===== config.mk =====
export PLATFORM = sky130hd
export DESIGN_NAME = core2_result_writeback
export DESIGN_NICKNAME = d
export VERILOG_FILES = /design/src/rtl/core2_result_writeback.sv
export SDC_FILE = /design/constraint.sdc
export NUM_CORES = 2
export LEC_CHECK = 0
export CAP_MARGIN = 40
export CORE_AREA = 2 2 418 420
export CTS_CLUSTER_SIZE = 14
export DETAILED_ROUTE_END_ITERATION = 8
export DIE_AREA = 0 0 420 422
export PLACE_DENSITY = 0.43
export SKIP_LAST_GASP = 1
export SLEW_MARGIN = 0
export SYNTH_ARGS = -nofsm -noshare
export SYNTH_HDL_FRONTEND = slang
export SYNTH_SLANG_ARGS = --single-unit

===== constraint.sdc =====
create_clock -name clk -period 2.14 [get_ports clk]
set_input_delay 0.214 -clock clk [delete_from_list [all_inputs] [get_ports clk]]
set_output_delay 0.214 -clock clk [all_outputs]
set_load 0.01 [all_outputs]

===== src/rtl/core2_result_writeback.sv =====
// Core2 result writeback: pops a result and its delayed opcode together and commits the
// result to the register file, the intermediate-result FIFO or RAM D.
module core2_result_writeback #(
  parameter int DATA        = 256,
  parameter int ADDR        = 2,
  parameter int OPCODE_SIZE = 16
) (
  input  logic                   clk,
  input  logic                   rst_n,
  input  logic                   res_empty,
  output logic                   res_rd_en,
  input  logic [DATA-1:0]        res_data,
  input  logic                   op_empty,
  output logic                   op_rd_en,
  input  logic [OPCODE_SIZE-1:0] op_data,
  output logic                   reg_wr_en,
  output logic [2:0]             reg_sel,
  output logic [DATA-1:0]        reg_data,
  output logic                   tmp_wr_en,
  output logic [DATA-1:0]        tmp_data,
  input  logic                   tmp_full,
  output logic                   w_D,
  output logic [ADDR-1:0]        adbus_D,
  output logic [DATA-1:0]        data_out_D,
  output logic                   busy,
  output logic [7:0]             wb_count
);

  typedef enum logic [2:0] {
    IDLE,
    FETCH,
    DECODE,
    STALL,
    COMMIT
  } state_t;

  localparam logic [2:0] DEST_DISCARD = 3'b000;
  localparam logic [2:0] DEST_TMP     = 3'b110;
  localparam logic [2:0] DEST_RAMD    = 3'b111;

  state_t          state_reg;
  logic [DATA-1:0] res_hold_reg;
  logic [2:0]      dest_reg;
  logic [1:0]      addr_reg;
  logic            pop_ok;
  logic            commit_go;
  logic            unused_op;

  // Only the destination and address fields of the opcode matter here.
  assign unused_op = ^{op_data[OPCODE_SIZE-1:9], op_data[5:3], op_data[0]};

  assign pop_ok = !res_empty && !op_empty;

  // The commit decision is taken one cycle before the sink sees its strobe.
  assign commit_go = ((state_reg == DECODE) && !((dest_reg == DEST_TMP) && tmp_full)) ||
                     ((state_reg == STALL) && !tmp_full);

  assign busy = (state_reg != IDLE);

  always_ff @(posedge clk) begin
    if (!rst_n) begin
      state_reg    <= IDLE;
      res_hold_reg <= '0;
      dest_reg     <= '0;
      addr_reg     <= '0;
      res_rd_en    <= 1'b0;
      op_rd_en     <= 1'b0;
      reg_wr_en    <= 1'b0;
      reg_sel      <= '0;
      reg_data     <= '0;
      tmp_wr_en    <= 1'b0;
      tmp_data     <= '0;
      w_D          <= 1'b0;
      adbus_D      <= '0;
      data_out_D   <= '0;
      wb_count     <= '0;
    end else begin
      res_rd_en <= 1'b0;
      op_rd_en  <= 1'b0;
      reg_wr_en <= 1'b0;
      tmp_wr_en <= 1'b0;
      w_D       <= 1'b0;

      case (state_reg)
        IDLE: begin
          // The pop strobe is live this cycle; its data arrives in FETCH.
          if (res_rd_en) begin
            state_reg <= FETCH;
          end else if (pop_ok) begin
            res_rd_en <= 1'b1;
            op_rd_en  <= 1'b1;
          end
        end
        FETCH: begin
          res_hold_reg <= res_data;
          dest_reg     <= op_data[8:6];
          addr_reg     <= op_data[2:1];
          state_reg    <= DECODE;
        end
        DECODE: begin
          state_reg <= commit_go ? COMMIT : STALL;
        end
        STALL: begin
          if (commit_go) begin
            state_reg <= COMMIT;
          end
        end
        COMMIT: begin
          // Issuing the next pop here keeps throughput at one result per four cycles.
          state_reg <= IDLE;
          if (pop_ok) begin
            res_rd_en <= 1'b1;
            op_rd_en  <= 1'b1;
          end
        end
        default: begin
          state_reg <= IDLE;
        end
      endcase

      if (commit_go) begin
        wb_count <= wb_count + 8'd1;
        if (dest_reg == DEST_TMP) begin
          tmp_wr_en <= 1'b1;
          tmp_data  <= res_hold_reg;
        end else if (dest_reg == DEST_RAMD) begin
          w_D        <= 1'b1;
          adbus_D    <= ADDR'(addr_reg);
          data_out_D <= res_hold_reg;
        end else if (dest_reg != DEST_DISCARD) begin
          reg_wr_en <= 1'b1;
          reg_sel   <= dest_reg;
          reg_data  <= res_hold_reg;
        end
      end
    end
  end

endmodule


# After elaboration in Yosys (flattened, before gate mapping)
# Cells that the tools add are included.
dict set report word_totals {
  reg_bits 1049
  input_bits 277
  out_inout_bits 787
  wordCells 56
}
dict set report op_classes {
  add_sub_neg 1
  n_eq_ne 8
  mux 10
  bitwise_logic 4
  n_reduce_logical 19
}
# operator count
set ops {}
lappend ops {{3-bit case mux with 4 select lines} 1}
lappend ops {{3-bit equality test (second input constant)} 3}
lappend ops {{3-bit 2-to-1 mux} 3}
lappend ops {{8-bit by 1-bit adder with 8-bit output (second input constant)} 1}
lappend ops {{3-bit by 2-bit equality test with 1-bit output (second input constant)} 2}
lappend ops {{2-bit AND reduction} 3}
lappend ops {{3-bit nonzero test} 2}
lappend ops {{1-bit 2-to-1 mux} 5}
lappend ops {{1-bit logical AND} 4}
lappend ops {{1-bit logical NOT} 4}
lappend ops {{2-bit inequality test (second input constant)} 2}
lappend ops {{1-bit NOT} 4}
lappend ops {{4-bit AND reduction} 1}
lappend ops {{4-bit OR reduction} 1}
lappend ops {{3-bit by 1-bit equality test with 1-bit output (second input constant)} 1}
lappend ops {{3-bit logical NOT} 1}
lappend ops {{3-bit AND reduction} 1}
lappend ops {{3-bit OR reduction} 1}
lappend ops {{1-bit case mux with 2 select lines} 1}
lappend ops {{1-bit logical OR} 1}

# Longest topological paths before layout
dict set report depth {
  depth_word 7
  mapped_depth 8
  mapped_depth_nobuf 4
}

# Worst setup path before layout
# No wires, ideal clock.
dict set report synth_path {
  kind {register to register}
  start {register dest_reg[1]}
  end {register tmp_data[251]}
  setup_time_ps 128
  t_arrival_ps 1609
  required_ps 2012
  path_slack_ps 403
  stages_incl_launch_ff 9
  n_path_buf 4
  period_less_slack_ps 1737
  path_cell_list {dfxtp_1 -> nand2_2 -> or4_4 -> buf_6 -> buf_6 -> buf_6 -> buf_6 -> nand3_2 -> o21ai_1}
}
dict set report synth_via {
  elab_chain_len 6
}
# element line_no
set synth_lines {}
lappend synth_lines {{start: declaration} 43} ;# logic [2:0] dest_reg;
lappend synth_lines {{start signal: assignment} 96} ;# dest_reg <= op_data[8:6];
lappend synth_lines {{3-bit equality test *} {55, 123}}
lappend synth_lines {{1-bit logical AND} 55} ;# assign commit_go = ((state_reg == DECODE) && !((dest_reg == DEST_TMP) && tmp_full)) ||
lappend synth_lines {{1-bit logical NOT} 55}
lappend synth_lines {{1-bit logical AND} 55}
lappend synth_lines {{1-bit logical OR} 55}
lappend synth_lines {{2-bit AND reduction (no source line) *} --}
lappend synth_lines {{end signal: assignment} 125} ;# tmp_data <= res_hold_reg;
lappend synth_lines {{end: declaration} 20} ;# output logic [DATA-1:0] tmp_data,
# Every way passes the cells marked *; elsewhere a longest branch is shown, timed or not.
# A chain may end at the register's enable or synchronous reset.

# Final worst setup path
dict set report layout_path {
  start {register state_reg[0]}
  end {output busy}
}
dict set report layout_via {
  elab_chain_len 1
}
# element line_no
set layout_lines {}
lappend layout_lines {{start: declaration} 41} ;# state_t state_reg;
lappend layout_lines {{start signal: assignment} 101} ;# state_reg <= commit_go ? COMMIT : STALL;
lappend layout_lines {{3-bit nonzero test} 58} ;# assign busy = (state_reg != IDLE);
lappend layout_lines {{end: declaration} 25} ;# output logic busy,
# Every way passes these cells.

==> results.ini <==
[outcome]
status = finished, final reports clean

[logic_synthesis]
synthArstFlopShare_pct = 0
netlist_top_cells_area = dfxtp_1 (59%), nand2_1 (14%), a21oi_1 (7.3%), nand3_1 (6.9%), o21ai_0 (6.2%)
yosysMostFrequentCell = nand2_1
synth_cell_type_count = 38
synth_edf_count = 0
synthTopCellsByCount = nand2_1 (1,304), dfxtp_1 (1,049), a21oi_1 (525)
syn_area_sq_um = 35800
synth_flop_cell = dfxtp_1
yosys_register_bits = 1049
yosysTopAreaCell = dfxtp_1
synth_nets = 4611
syn_inst = 4333
yosysWarnings = 0
ys_seq_area_share_pct = 58.6
synth_area_per_cell_sq_um = 8.27
synth.top_cell.area_share_pct = 58.6

[global_route]
grt_pass1_wl_mm = 231
track_usage_pct = 17.5
grt_max_degree = 111
first_global_vias = 32600
gr-total-overflow = 0
antenna_found_initial = 4

[finish]
fin_cells = 7979
final_nets = 5829
final_util_pct = 32.6
fin_area_sq_um = 56300
layout-drive-gt1-share_pct = 7.29
area_growth_pct = 57.2

[clock_tree]
h-tree-depth = 3
clk_latency_ns = 0.77
cts_tree = yes
clk_path_buf_depth = 3
clock-sinks = 1049
ctsRootBufferMaster = clkbuf_16
clk_pin_slew_worst_paths_ns = 0.06
cts_buffers = 120

[power_and_ir_drop]
p_per_area_nw_per_um2 = 768
power_leakage_nw = 18.7
ir_worst_vdd_mv = 0.630

[sta]
period_share_pct = 96.6
finalSetupTns_ns = 0
whs_ns = 0.100
rsz0062_at_grt = true
max_freq_mhz = 484
fin_crit_ns = 2.07
slew_headroom_pct = 65.0
drv_slew = 0
finalHoldViolCount = 0
skew_ns = 0.0346
tightest_slew_ns = 0.525
setup_viol = 0

[floorplanning]
num_rows = 153
die_y_um = 422
core-area_sq_um = 173000
pin_count = 1064
start_util_pct = 20.7
die_area_sq_um = 177000
die-width_um = 420

[drt]
drc = 0
drt-wirelength-per-cell_um = 20.3
wl_mm = 162
first_pass_iters = 5
drt_iter0_drc = 1873
ant_nets = 0
viasPerCell = 4.29
dr_total_vias = 34200

[flow_run]
maxCapViolations = 0

[placed_design]
port_buffers = 1052
place_inst = 7507
postPlaceCellArea_sq_um = 49800
hpwl_mm = 119
gp_congestion = 0.843

[setup_path]
path_class = reg -> out
path_max_fanout = 7
required_ns = 1.93
start_kind = flop
cp-end-kind = primary output
cp.arrival_ns = 1.85

[hold_path]
hp-class = in -> reg

## path summary, 6_finish.rpt
kind,slack (ns),endpoint,start,cells past startpoint
min reg2reg,0.44,adbus_D[1],addr_reg[1],2
max reg2reg,0.17,reg_data[185],dest_reg[2],6
max,0.07,busy,state_reg[0],2
min,0.10,res_hold_reg[85],res_data[85],3
## power breakdown
group	switching, mW	internal, mW	total (mW)
clock network	8.78	12.3	21.0
registers	0.189	19.7	19.9
logic	1.16	1.10	2.26
total	10.1	33.1	43.2
## metal layers
| metal | vias to the layer above | routed length [um] | GRT usage, % |
|---|---|---|---|
| met4 | 0 | 4510 | 5.76 |
| met2 | 851 | 82300 | 31.3 |
| met1 | 16200 | 65800 | 20.4 |
| met5 | - | 0 | 0 |
| li1 | 17000 | - | - |
| met3 | 188 | 9310 | 4.06 |
## layout make-up
cell class / count / area, sq um
antenna: 3 / 7.51
clock buffer: 178 / 3580
clock inverter: 44 / 435
fill: 18200 / 117000
inverter: 3 / 18.8
multi-input combinational: 2907 / 13200
sequential: 1049 / 21000
tap: 2325 / 2910
timing repair buffer: 1470 / 15200
## repair_timing
action | 4_1_cts | 5_1_grt
hold buffers | 246 | 0
pin swaps | 0 | 1
buffers inserted | 0 | 1
endpoints found under the hold margin | 262 | 0
endpoints found under the setup margin | 19 | 10
gates resized for setup | 18 | 3
## through the flow
stage	total power, mW	worst slack (ns)
6_report	43.2	0.0721
3_3_place_gp	22.2	-0.0134
5_1_grt	44.9	-0.0291
3_5_place_dp	22.3	-0.0217
4_1_cts	44.0	-0.0682
2_1_floorplan	21.1	0.403
## critical path, cell delays in order, from the launching register on
cell and delay [ns]:
dfxtp_1 0.39, or3_1 0.38, clkdlybuf4s15_1 0.33
## cell usage in the layout, fill, tap and decap left out, drive strengths merged, types with 4 or more instances in the layout
cell type / Yosys / layout
nand2: 1305 / 1305
dfxtp: 1049 / 1049
clkdlybuf4s50: 0 / 1033
a21oi: 525 / 525
nand3: 521 / 521
o21ai: 516 / 516
dlygate4sd3: 0 / 246
clkbuf: 235 / 178
buf: 139 / 173
clkinv: 1 / 29
dlygate4sd2: 0 / 16
inv: 2 / 10
nor2: 7 / 7
bufinv: 0 / 6
or4: 4 / 4
## cells by family (layout without fill, tap and decap cells)
family / count (synthesis) / after routing / synth area share (%)
xor+xnor: 3 / 3 / 0.0734
buf+inv: 377 / 1695 / 4.64
compound gates: 1048 / 1048 / 14.8
other cells: 0 / 3 / 0
flops: 1049 / 1049 / 58.6
simple gates: 1854 / 1854 / 21.8
mux: 1 / 1 / 0.0280
fa+ha+maj: 1 / 1 / 0.0349
(Power assumes the default switching activity.)
